$ cat config.mk
export PLATFORM = sky130hd
export DESIGN_NAME = ball_controller
export DESIGN_NICKNAME = d
export VERILOG_FILES = /design/src/rtl/ball_controller.sv
export SDC_FILE = /design/constraint.sdc
export NUM_CORES = 1
export LEC_CHECK = 0
export ABC_AREA = 1
export ABC_CLOCK_PERIOD_IN_PS = 3400
export BUFFER_PORTS_ARGS = -buffer_cell sky130_fd_sc_hd__buf_2
export CORE_MARGIN = 2
export CORE_UTILIZATION = 50
export DETAILED_ROUTE_END_ITERATION = 6
export MAX_ROUTING_LAYER = met4
export PLACE_DENSITY_LB_ADDON = 0.08
export SLEW_MARGIN = 20
export SYNTH_ARGS = -nofsm -noshare
export SYNTH_HDL_FRONTEND = slang
export SYNTH_SLANG_ARGS = --single-unit
$ cat constraint.sdc
create_clock -name clk -period 3.4 [get_ports clk]
set_clock_uncertainty 0.1 [all_clocks]
set_input_delay 0.34 -clock clk [delete_from_list [all_inputs] [get_ports clk]]
set_output_delay 0.34 -clock clk [all_outputs]
set_load 0.02 [all_outputs]
$ cat src/rtl/ball_controller.sv
`default_nettype none
// ============================================================================
//  Module      : ball_controller
//  Description : Per-frame ball sequencer: erase, move/reflect, redraw via
//                a request/ready plotter handshake.
//  Revision    : 1.0 - initial release
// ============================================================================
module ball_controller #(
  parameter int SCREEN_W = 160,
  parameter int SCREEN_H = 120,
  parameter int PADDLE_Y = 116,
  parameter int PADDLE_W = 16,
  parameter int BALL_X0  = 80,
  parameter int BALL_Y0  = 60
) (
  input  logic       clk,
  input  logic       reset,
  input  logic       frame_tick,
  input  logic [7:0] paddle_x,
  input  logic       draw_ready,
  output logic       draw_req,
  output logic [7:0] draw_x,
  output logic [6:0] draw_y,
  output logic [2:0] draw_colour,
  output logic [7:0] ball_x,
  output logic [6:0] ball_y,
  output logic [1:0] dir,
  output logic       miss,
  output logic       busy
);

  localparam logic [7:0] c_x_max    = 8'(SCREEN_W - 1);
  localparam logic [6:0] c_y_max    = 7'(SCREEN_H - 1);
  localparam logic [6:0] c_pad_row  = 7'(PADDLE_Y - 1);
  localparam logic [8:0] c_pad_span = 9'(PADDLE_W - 1);
  localparam logic [7:0] c_x0       = 8'(BALL_X0);
  localparam logic [6:0] c_y0       = 7'(BALL_Y0);

  typedef enum logic [1:0] {
    ST_IDLE  = 2'd0,
    ST_ERASE = 2'd1,
    ST_CHECK = 2'd2,
    ST_DRAW  = 2'd3
  } state_t;

  state_t     r_state;
  logic       r_pending;
  logic       r_draw_req;
  logic [7:0] r_draw_x;
  logic [6:0] r_draw_y;
  logic [2:0] r_colour;
  logic [7:0] r_ball_x;
  logic [6:0] r_ball_y;
  logic [1:0] r_dir;
  logic       r_miss;
  logic       r_busy;

  logic       w_dir_x;
  logic       w_dir_y;
  logic       w_hit;
  logic       w_miss;
  logic [8:0] w_pad_lo;
  logic [8:0] w_pad_hi;
  logic [8:0] w_bx9;
  logic [7:0] w_next_x;
  logic [6:0] w_next_y;

  // Paddle span is compared in 9 bits so a paddle near X=255 cannot wrap.
  always_comb begin
    w_dir_x = r_dir[0];
    if (!r_dir[0] && (r_ball_x == c_x_max))
      w_dir_x = 1'b1;
    else if (r_dir[0] && (r_ball_x == 8'd0))
      w_dir_x = 1'b0;

    w_pad_lo = {1'b0, paddle_x};
    w_pad_hi = w_pad_lo + c_pad_span;
    w_bx9    = {1'b0, r_ball_x};
    w_hit    = !r_dir[1] && (r_ball_y == c_pad_row) &&
               (w_bx9 >= w_pad_lo) && (w_bx9 <= w_pad_hi);

    w_dir_y = r_dir[1];
    if (r_dir[1] && (r_ball_y == 7'd0))
      w_dir_y = 1'b0;
    else if (w_hit)
      w_dir_y = 1'b1;

    w_miss   = !r_dir[1] && (r_ball_y == c_y_max);
    w_next_x = w_dir_x ? (r_ball_x - 8'd1) : (r_ball_x + 8'd1);
    w_next_y = w_dir_y ? (r_ball_y - 7'd1) : (r_ball_y + 7'd1);
  end

  always_ff @(posedge clk) begin
    if (reset) begin
      r_state    <= ST_IDLE;
      r_pending  <= 1'b0;
      r_draw_req <= 1'b0;
      r_draw_x   <= 8'd0;
      r_draw_y   <= 7'd0;
      r_colour   <= 3'b000;
      r_ball_x   <= c_x0;
      r_ball_y   <= c_y0;
      r_dir      <= 2'b00;
      r_miss     <= 1'b0;
      r_busy     <= 1'b0;
    end else begin
      r_miss <= 1'b0;
      case (r_state)
        ST_IDLE: begin
          if (frame_tick || r_pending) begin
            r_pending  <= 1'b0;
            r_state    <= ST_ERASE;
            r_busy     <= 1'b1;
            r_draw_req <= 1'b1;
            r_draw_x   <= r_ball_x;
            r_draw_y   <= r_ball_y;
            r_colour   <= 3'b000;
          end
        end
        ST_ERASE: begin
          if (frame_tick) r_pending <= 1'b1;
          if (draw_ready) begin
            r_draw_req <= 1'b0;
            r_state    <= ST_CHECK;
          end
        end
        ST_CHECK: begin
          if (frame_tick) r_pending <= 1'b1;
          r_state    <= ST_DRAW;
          r_draw_req <= 1'b1;
          r_colour   <= 3'b111;
          if (w_miss) begin
            r_ball_x <= c_x0;
            r_ball_y <= c_y0;
            r_dir    <= 2'b00;
            r_miss   <= 1'b1;
            r_draw_x <= c_x0;
            r_draw_y <= c_y0;
          end else begin
            r_ball_x <= w_next_x;
            r_ball_y <= w_next_y;
            r_dir    <= {w_dir_y, w_dir_x};
            r_draw_x <= w_next_x;
            r_draw_y <= w_next_y;
          end
        end
        ST_DRAW: begin
          if (frame_tick) r_pending <= 1'b1;
          if (draw_ready) begin
            r_draw_req <= 1'b0;
            r_state    <= ST_IDLE;
            r_busy     <= 1'b0;
          end
        end
        default: r_state <= ST_IDLE;
      endcase
    end
  end

  assign draw_req    = r_draw_req;
  assign draw_x      = r_draw_x;
  assign draw_y      = r_draw_y;
  assign draw_colour = r_colour;
  assign ball_x      = r_ball_x;
  assign ball_y      = r_ball_y;
  assign dir         = r_dir;
  assign miss        = r_miss;
  assign busy        = r_busy;

endmodule
`default_nettype wire

[Word level (Yosys, flattened, before mapping)]
Index checks and enable logic that the tools add are counted.
Widths: inputs -> output; s select.
Operators by class
  muxes and demuxes: 27
  reductions and logical operators: 23
  bitwise logic cells: 1
  $lt $le $gt $ge: 2
  equal/unequal tests: 11
  $add $sub $neg: 5
Operators with widths (count)
  $mux 8: 3
  $mux 7: 3
  $pmux 8 s2: 1
  $eq 7x7->1 const B: 2
  $pmux 7 s2: 1
  $add 8x4->9 const B: 1
  $le 8x9->1: 1
  $mux 1: 9
  $add 8x1->8 const B: 1
  $eq 8x8->1 const B: 1
  $ge 8x8->1: 1
  $logic_not 8->1: 1
  $mux 2: 4
  $pmux 2 s4: 1
  $sub 8x1->8 const B: 1
  $add 7x1->7 const B: 1
  $logic_and 1x1->1: 7
  $logic_not 7->1: 1
  $sub 7x1->7 const B: 1
  $ne 2x2->1 const B: 3
  $pmux 3 s2: 1
  $reduce_and 2->1: 3
  $reduce_and 3->1: 2
  $eq 2x2->1 const B: 2
  12 further kinds: 17
Word-level totals
  logic and storage cells: 80
  output and inout bits: 38
  flip-flop bits (word level): 41

[Logic depth before layout (Yosys ltp)]
Gate-level depths: netlist (run 1).
  word-level depth: 9
  mapped depth: 26
  mapped depth without buffers: 26

[Worst setup path before layout (run 1)]
Ideal clock, no wire load.
  path kind: in2reg
  from: input port paddle_x[0]
  to: register r_draw_y[6] (netlist: draw_y[6])
  library setup time: 0.109 ns
  path slack: 0.328 ns
  arrival time: 2.863 ns
  required time: 3.191 ns
  cell stages on the path: 24
  cell sequence: inv_1 nand3_1 o21ai_0 nor3_1 xor2_1 ha_1 nand3_2 nor2_2 nand2_1 nand2_1 nand2_1 nand2_2 nand2_4 ha_1 nand2_1 nand2_1 nand2_1 nand3_1 xnor2_1 nand3_1 nand3_2 nand3_2 nand2_1 inv_1
On the way
  longest elaborated chain between the ends: 8
Ends and longest elaborated chain
  start, declared: line 19  | input logic [7:0] paddle_x,
  $add 8x4->9 or $ge 8x8->1 (tied branches): line 77, 80
  $le 8x9->1 or $logic_and 1x1->1 (tied branches): line 80, 79
  $logic_and 1x1->1 *: line 80  | (w_bx9 >= w_pad_lo) && (w_bx9 <= w_pad_hi);
  $mux 1 *: line 85  | else if (w_hit)
  $mux 1 *: line 83  | if (r_dir[1] && (r_ball_y == 7'd0))
  $mux 7 *: line 90  | w_next_y = w_dir_y ? (r_ball_y - 7'd1) : (r_ball_y + 7'd1);
  $mux 7 *: line 132  | if (w_miss) begin
  $pmux 7 s2 *: line 108  | case (r_state)
  end signal, assigned: line 116  | r_draw_y <= r_ball_y;
  end signal, assigned: line 138  | r_draw_y <= c_y0;
  end signal, assigned: line 144  | r_draw_y <= w_next_y;
  end, declared: line 50  | logic [6:0] r_draw_y;
Mark *: on every way between the ends. The rest lies on a longest branch, timed or not.
A chain may end at the register's enable or synchronous reset.

[Final worst setup path (run 1)]
  from: input port paddle_x[0]
  to: register r_draw_y[5] (netlist: draw_y[5])
The elaborated chain is that of the path after synthesis.

==> results.py, run 1 <==
metrics = {
    "cells_and_area": {
        "antenna_cells": 0,
        "drive_gt1_share_pct": 21.4,
        "fin_area_um2": 3140,
        "nNetsFinal": 467,
        "syn_to_final_growth_pct": 16.0,
    },
    "power": {
        "power_w": 0.00168,
        "power_leakage_nw": 1.63,
        "ir_worst_vdd_uv": 447,
        "power.density_nw_per_um2": 535,
    },
    "logic_synthesis": {
        "yosys_warnings": 0,
        "syn_inst": 366,
        "synth_seq_cells": 39,
        "synthMuxAreaShare_pct": 0,
        "async_flop_share_pct": 0,
        "netlist_area_um2": 2710,
        "synthXorXnorAreaFrac_pct": 3.55,
        "yosysTopAreaCell": "dfxtp_1",
        "synth_top_family_by_area": "simple AND/OR/NAND/NOR gates",
        "synthSimpleGateAreaFrac_pct": 25.5,
        "syn_area_per_cell_um2": 7.40,
        "synth-edff-count": 0,
        "ys.flop_type": "dfxtp_1",
        "synthAdderAreaFrac_pct": 16.7,
        "yosys.cell_types.count": 41,
        "synth_compound_area_share_pct": 16.1,
        "synth_nets": 413,
        "yosysSeqAreaShare_pct": 28.8,
        "yosysTopAreaCellShare_pct": 28.8,
        "yosys-top-cells-area": "dfxtp_1 29%, ha_1 15%, nand2_1 11%",
    },
    "timing": {
        "rsz0062_at_grt": "false",
        "post-route-period-util_pct": 91.2,
        "setup_viol": 0,
        "layout_min_cycle_time_ns": 3.10,
        "drv_slew": 0,
        "fmax_ghz": 0.322,
        "worst_pin_slew_ns": 0.919,
        "fin_ws_ns": 0.299,
        "slew_headroom_pct": 38.6,
        "hold_violations": 0,
    },
    "critical_path": {
        "crit_top_cell": "nand2_1",
        "startpoint_type": "input port",
        "crit_arrival_ns": 3.14,
        "end_kind": "flip-flop",
        "cp.required_ns": 3.44,
        "crit_path_cell_trace": "buf_2 > inv_1 > nand3_1 > o21ai_1 > nor3_1 > xor2_1 > ha_1 > nand3_2 > nor2_1 > nor2_1 > nand2_1 > nand2_1 > nand2_2 > nand2_4 > ha_1 > a21oi_1 > nand2_1 > nand2_1 > nand2_1 > a21oi_2 > nor2_1 > o22ai_1 > a21oi_1",
        "critPathBufInv": 2,
        "rr_worst_depth": 22,
        "rrSetupSlack_ns": 0.37,
        "crit_family": "simple AND/OR/NAND/NOR gates",
        "crit_cells": 23,
        "cp_max_fo": 8,
        "cpPeakStageDelay_ns": 0.35,
        "slowest_stage": "ha_1",
        "path_class": "input port to flip-flop",
    },
    "global_route": {
        "grt_pass1_vias": 2255,
        "grt_pass1_wl_um": 9980,
        "track_usage_pct": 20.8,
        "grt_antenna_before_repair": 0,
        "grt_overflow": 0,
        "grt_max_degree": 31,
    },
    "clock_tree": {
        "cts_setup_buffers": 0,
        "insertion_delay_ns": 0.29,
        "clock_sinks": 39,
        "root_buffer": "clkbuf_8",
        "cts_max_path_buffers": 2,
        "numCtsBuffers": 5,
        "cts_tree": "built",
        "path_clk_slew_ns": 0.07,
        "cts.htree.levels": 2,
    },
    "die": {
        "initial_core_util_pct": 52.4,
        "io_pins": 50,
        "die_x_um": 77.6,
        "core_um2": 5170,
        "fp.dieH_um": 77.6,
        "row_count": 26,
        "die_area_um2": 6020,
    },
    "place": {
        "numPortBuffers": 49,
        "place_congestion": 0.857,
        "placed_area_um2": 3050,
        "hpwl_um": 4640,
        "post-place-ws_ns": -0.0680,
    },
    "status": {
        "status": "finished clean",
    },
    "routing": {
        "routed_wl_um": 5900,
        "drt_first_pass_iters": 4,
        "routedWlPerCell_um": 12.0,
        "vias": 2473,
        "drt_iter0_drc": 108,
        "vias_per_cell": 5.04,
        "post-route-drc-count": 0,
        "postRouteAntennaNets": 0,
    },
    "worst_hold_path": {
        "hold_depth": 3,
        "hp-class": "input port to flip-flop",
    },
    "flow_run": {
        "cap_violations": 0,
    },
}
==> sequential cells by signal, indices dropped and copies added (netlist names) <==
register and count:
ball_x 8, draw_x 8, ball_y 7, draw_y 7, dir 2, r_state 2, busy 1, draw_colour 1
draw_req 1, miss 1, r_pending 1
==> cell usage after synthesis (all sizes together), types with 2 or more instances <==
cell type,n
xor2,8
nor3,5
xnor2,3
nand3,17
clkbuf,7
dfxtp,39
nor2,31
a21oi,27
o21bai,2
or2,4
nand2,90
fa,2
ha,33
nand4,4
o211ai,7
o21ai,15
a21o,3
o22ai,6
a211oi,2
buf,3
inv,50
==> metrics by stage <==
step                      hold slack [ns]  utilization (%)  instances  TNS [ns]
after global placement              0.351             58.9        483         0
after detailed placement            0.353             58.9        483    -0.226
final                               0.224             60.8        491         0
after CTS                           0.217             60.5        491         0
after floorplan                     0.374                -        366         0
after global routing                0.263             60.8        491         0
==> report_power, final <==
group / switching (W) / total (W) / internal, W
Sequential: 0.0000771 / 0.000649 / 0.000572
Combinational: 0.000495 / 0.000735 / 0.000240
Clock: 0.000155 / 0.000299 / 0.000144
Total: 0.000727 / 0.00168 / 0.000956
==> layout by cell type (no fill, tap or decap), types with 2 or more instances in the layout <==
master	Yosys	routed
fa_1	2	2
nand2_4	2	2
or2_2	2	2
dfxtp_1	39	39
buf_2	1	49
xnor2_1	3	3
nand3_2	3	3
o211ai_1	6	6
nor2_1	28	28
clkbuf_1	6	2
o21ai_0	13	12
ha_1	33	32
buf_4	2	8
o22ai_1	6	5
a21oi_2	0	2
nor3_1	5	5
nand4_1	4	4
nand3_1	14	14
a21oi_1	27	25
a211oi_1	2	2
or2_1	2	2
inv_2	2	2
o21bai_1	2	2
a21o_1	3	3
inv_1	47	47
o21ai_1	2	3
clkbuf_8	1	5
nand2_2	6	6
nand2_1	82	82
nor2_2	2	2
xor2_1	8	8
==> timing repair <==
| item | 4_1_cts | 5_1_grt |
|---|---|---|
| setup endpoints to repair | 0 | 5 |
| hold buffers | 0 | 0 |
| resized for setup | 0 | 5 |
==> cell families after synthesis <==
kind of cell               after synthesis
and+or+nand+nor                        153
xor gates and xnor gates                11
DFF                                     39
AOI/OAI and AO/OA                       67
adders and majority gates               35
buffers and inverters                   61
==> worst paths after layout <==
path / start / to
min: frame_tick / r_pending
min reg2reg: draw_req / draw_req
max reg2reg: ball_x[0] / draw_y[5]
max: paddle_x[0] / draw_y[5]
==> routing by layer <==
layer  GRT usage (%)  routed length [um]  up-vias
li1                -                   -     1306
met1            27.4                2940     1108
met2            32.9                2610       51
met3            3.95                 286        8
met4            5.18                  59        0
met5               -                   0        -
==> final cells by class <==
| cell class | count | area [um^2] |
|---|---|---|
| inverter | 51 | 196 |
| clock buffer | 7 | 76.3 |
| timing repair buffer | 57 | 305 |
| sequential | 39 | 781 |
| clock inverter | 1 | 5.00 |
| fill | 487 | 2030 |
| tap | 70 | 87.6 |
| multi-input combinational | 266 | 1690 |
==> tightest hold or removal path, delay by kind of cell <==
kind / cells / cell delay, ns
buffers and inverters: 1 / 0.07
AND/OR/NAND/NOR: 2 / 0.15
(Power assumes the default switching activity.)
==> run 2: changes to the inputs <==
--- a/config.mk
+++ b/config.mk
@@ -6,13 +6,13 @@
 export NUM_CORES = 1
 export LEC_CHECK = 0
 export ABC_AREA = 1
-export ABC_CLOCK_PERIOD_IN_PS = 3400
+export ABC_CLOCK_PERIOD_IN_PS = 3200
 export BUFFER_PORTS_ARGS = -buffer_cell sky130_fd_sc_hd__buf_2
 export CORE_MARGIN = 2
 export CORE_UTILIZATION = 50
 export DETAILED_ROUTE_END_ITERATION = 6
 export MAX_ROUTING_LAYER = met4
-export PLACE_DENSITY_LB_ADDON = 0.08
+export PLACE_DENSITY_LB_ADDON = 0.15
 export SLEW_MARGIN = 20
 export SYNTH_ARGS = -nofsm -noshare
 export SYNTH_HDL_FRONTEND = slang
==> constraint.sdc (replaced) <==
create_clock -name clk -period 3.2 [get_ports clk]
set_clock_uncertainty 0.1 [all_clocks]
set_input_delay 0.32 -clock clk [delete_from_list [all_inputs] [get_ports clk]]
set_output_delay 0.32 -clock clk [all_outputs]
set_load 0.02 [all_outputs]
==> run 2 against run 1 <==
Net effect: count of clock-buffer cells in the layout down 1; design area up 4.8%; largest power group unchanged; final cell count up 1.8%; highest routed layer unchanged.
==> results.py, run 2 (synthesis results as in run 1) <==
metrics = {
    "power": {
        "ir_worst_vdd_uv": 409,
        "power.density_nw_per_um2": 561,
        "power_w": 0.00185,
        "power_leakage_nw": 1.69,
    },
    "timing": {
        "fin_setup_tns_ns": 0,
        "drv_slew": 0,
        "setup_viol": 0,
        "slew_headroom_pct": 56.2,
        "worst_pin_slew_ns": 0.658,
        "post-route-period-util_pct": 94.1,
        "hold_violations": 0,
        "rsz0062_at_grt": "true",
        "layout_min_cycle_time_ns": 3.01,
        "fmax_ghz": 0.332,
    },
    "routing": {
        "vias_per_cell": 5.09,
        "routedWlPerCell_um": 12.6,
        "vias": 2544,
        "drt_first_pass_iters": 4,
        "post-route-drc-count": 0,
        "drt_iter0_drc": 72,
        "postRouteAntennaNets": 0,
        "routed_wl_um": 6320,
    },
    "critical_path": {
        "crit_arrival_ns": 3.11,
        "crit_path_cell_trace": "buf_2 > buf_4 > nor2_4 > nand2_2 > xor2_1 > ha_1 > a21o_1 > nor2_1 > nor2_1 > nor2_1 > nand2_1 > nand2_1 > nand2_2 > nand2_4 > ha_4 > a21oi_1 > nand3_2 > xnor2_2 > nand3_1 > nand3_2 > nand3_2 > nand2_1 > inv_1",
        "startpoint_type": "input port",
        "cp_max_fo": 7,
        "cpPeakStageDelay_ns": 0.33,
        "slowest_stage": "ha_1",
        "end_kind": "flip-flop",
        "cp.required_ns": 3.30,
        "path_class": "input port to flip-flop",
    },
    "global_route": {
        "grt_overflow": 0,
        "grt_max_degree": 22,
        "grt_pass1_vias": 2325,
        "grt_antenna_before_repair": 0,
        "track_usage_pct": 22.6,
        "grt_pass1_wl_um": 10500,
    },
    "clock_tree": {
        "cts_tree": "built",
        "root_buffer": "clkbuf_8",
        "numCtsBuffers": 5,
        "cts_hold_buffers": 0,
        "cts.htree.levels": 2,
        "insertion_delay_ns": 0.30,
        "clock_sinks": 39,
        "cts_max_path_buffers": 2,
        "path_clk_slew_ns": 0.08,
    },
    "die": {
        "fp.dieH_um": 77.6,
        "die_x_um": 77.6,
        "die_area_um2": 6020,
        "core_um2": 5170,
        "row_count": 26,
        "initial_core_util_pct": 52.4,
        "io_pins": 50,
    },
    "cells_and_area": {
        "syn_to_final_growth_pct": 21.6,
        "final_cell_mix": "82 x nand2_1, 49 x buf_2, 45 x inv_1",
        "final_common_cell": "nand2_1",
        "drive_gt1_share_pct": 25.6,
        "final_cell_count_no_fill": 500,
        "nNetsFinal": 476,
        "antenna_cells": 0,
    },
    "flow_run": {
        "cap_violations": 0,
    },
    "place": {
        "numPortBuffers": 49,
        "post-place-cells": 492,
        "place_congestion": 0.941,
        "hpwl_um": 4790,
    },
    "worst_hold_path": {
        "hp-class": "input port to flip-flop",
    },
    "status": {
        "status": "finished clean",
    },
}
[run 2: per-stage QoR]
step | utilization, % | cell area, um^2 | hold WS (ns) | setup slack (ns)
after floorplan | - | 2710 | 0.374 | 0.148
after global placement | 60.2 | 3110 | 0.348 | -0.115
after detailed placement | 60.2 | 3110 | 0.351 | -0.222
after CTS | 61.9 | 3200 | 0.187 | 0.0849
after global routing | 63.7 | 3290 | 0.234 | -0.0277
final | 63.7 | 3290 | 0.197 | 0.189
[run 2: worst paths after layout]
path	startpoint	to	slack, ns	cells past startpoint
worst max-delay path	paddle_x[2]	draw_y[6]	0.19	23
worst min-delay path	frame_tick	r_pending	0.20	3
worst max register to register	ball_x[4]	draw_y[6]	0.28	18
worst min register to register	draw_req	draw_req	0.36	2
[run 2: final cells by class]
cell class	instances	area [um^2]
repair buffers	66	373
clock buffers	6	72.6
flip-flops and latches	39	785
clock inverters	2	12.5
multi-input cells	266	1770
fillers	480	1880
inverters	51	196
well taps	70	87.6
[run 2: what timing repair did]
| item | 4_1_cts | 5_1_grt |
|---|---|---|
| buffers inserted | 0 | 0 |
| setup endpoints to repair | 0 | 7 |
| resized for setup | 0 | 17 |
[run 2: routing by layer]
layer	GRT usage (%)	vias to the layer above	share of wire, %
met5	-	-	0
met4	7.86	0	1.3
met3	3.60	8	5.2
met2	35.4	56	44
met1	29.6	1142	50
li1	-	1338	-
[run 2: power breakdown]
group / switching [W] / leakage, nW / internal [W] / total [W]
logic: 0.000557 / 1.32 / 0.000276 / 0.000833
clock network: 0.000180 / 0.0412 / 0.000152 / 0.000332
registers: 0.0000720 / 0.320 / 0.000610 / 0.000682
[run 2: worst max-delay path, delay by kind of cell]
family / cells / cell delay [ns]
and+or+nand+nor: 14 / 1.28
adders and majority gates: 2 / 0.56
AOI/OAI and AO/OA: 2 / 0.35
xor gates and xnor gates: 2 / 0.33
buffers and inverters: 3 / 0.28
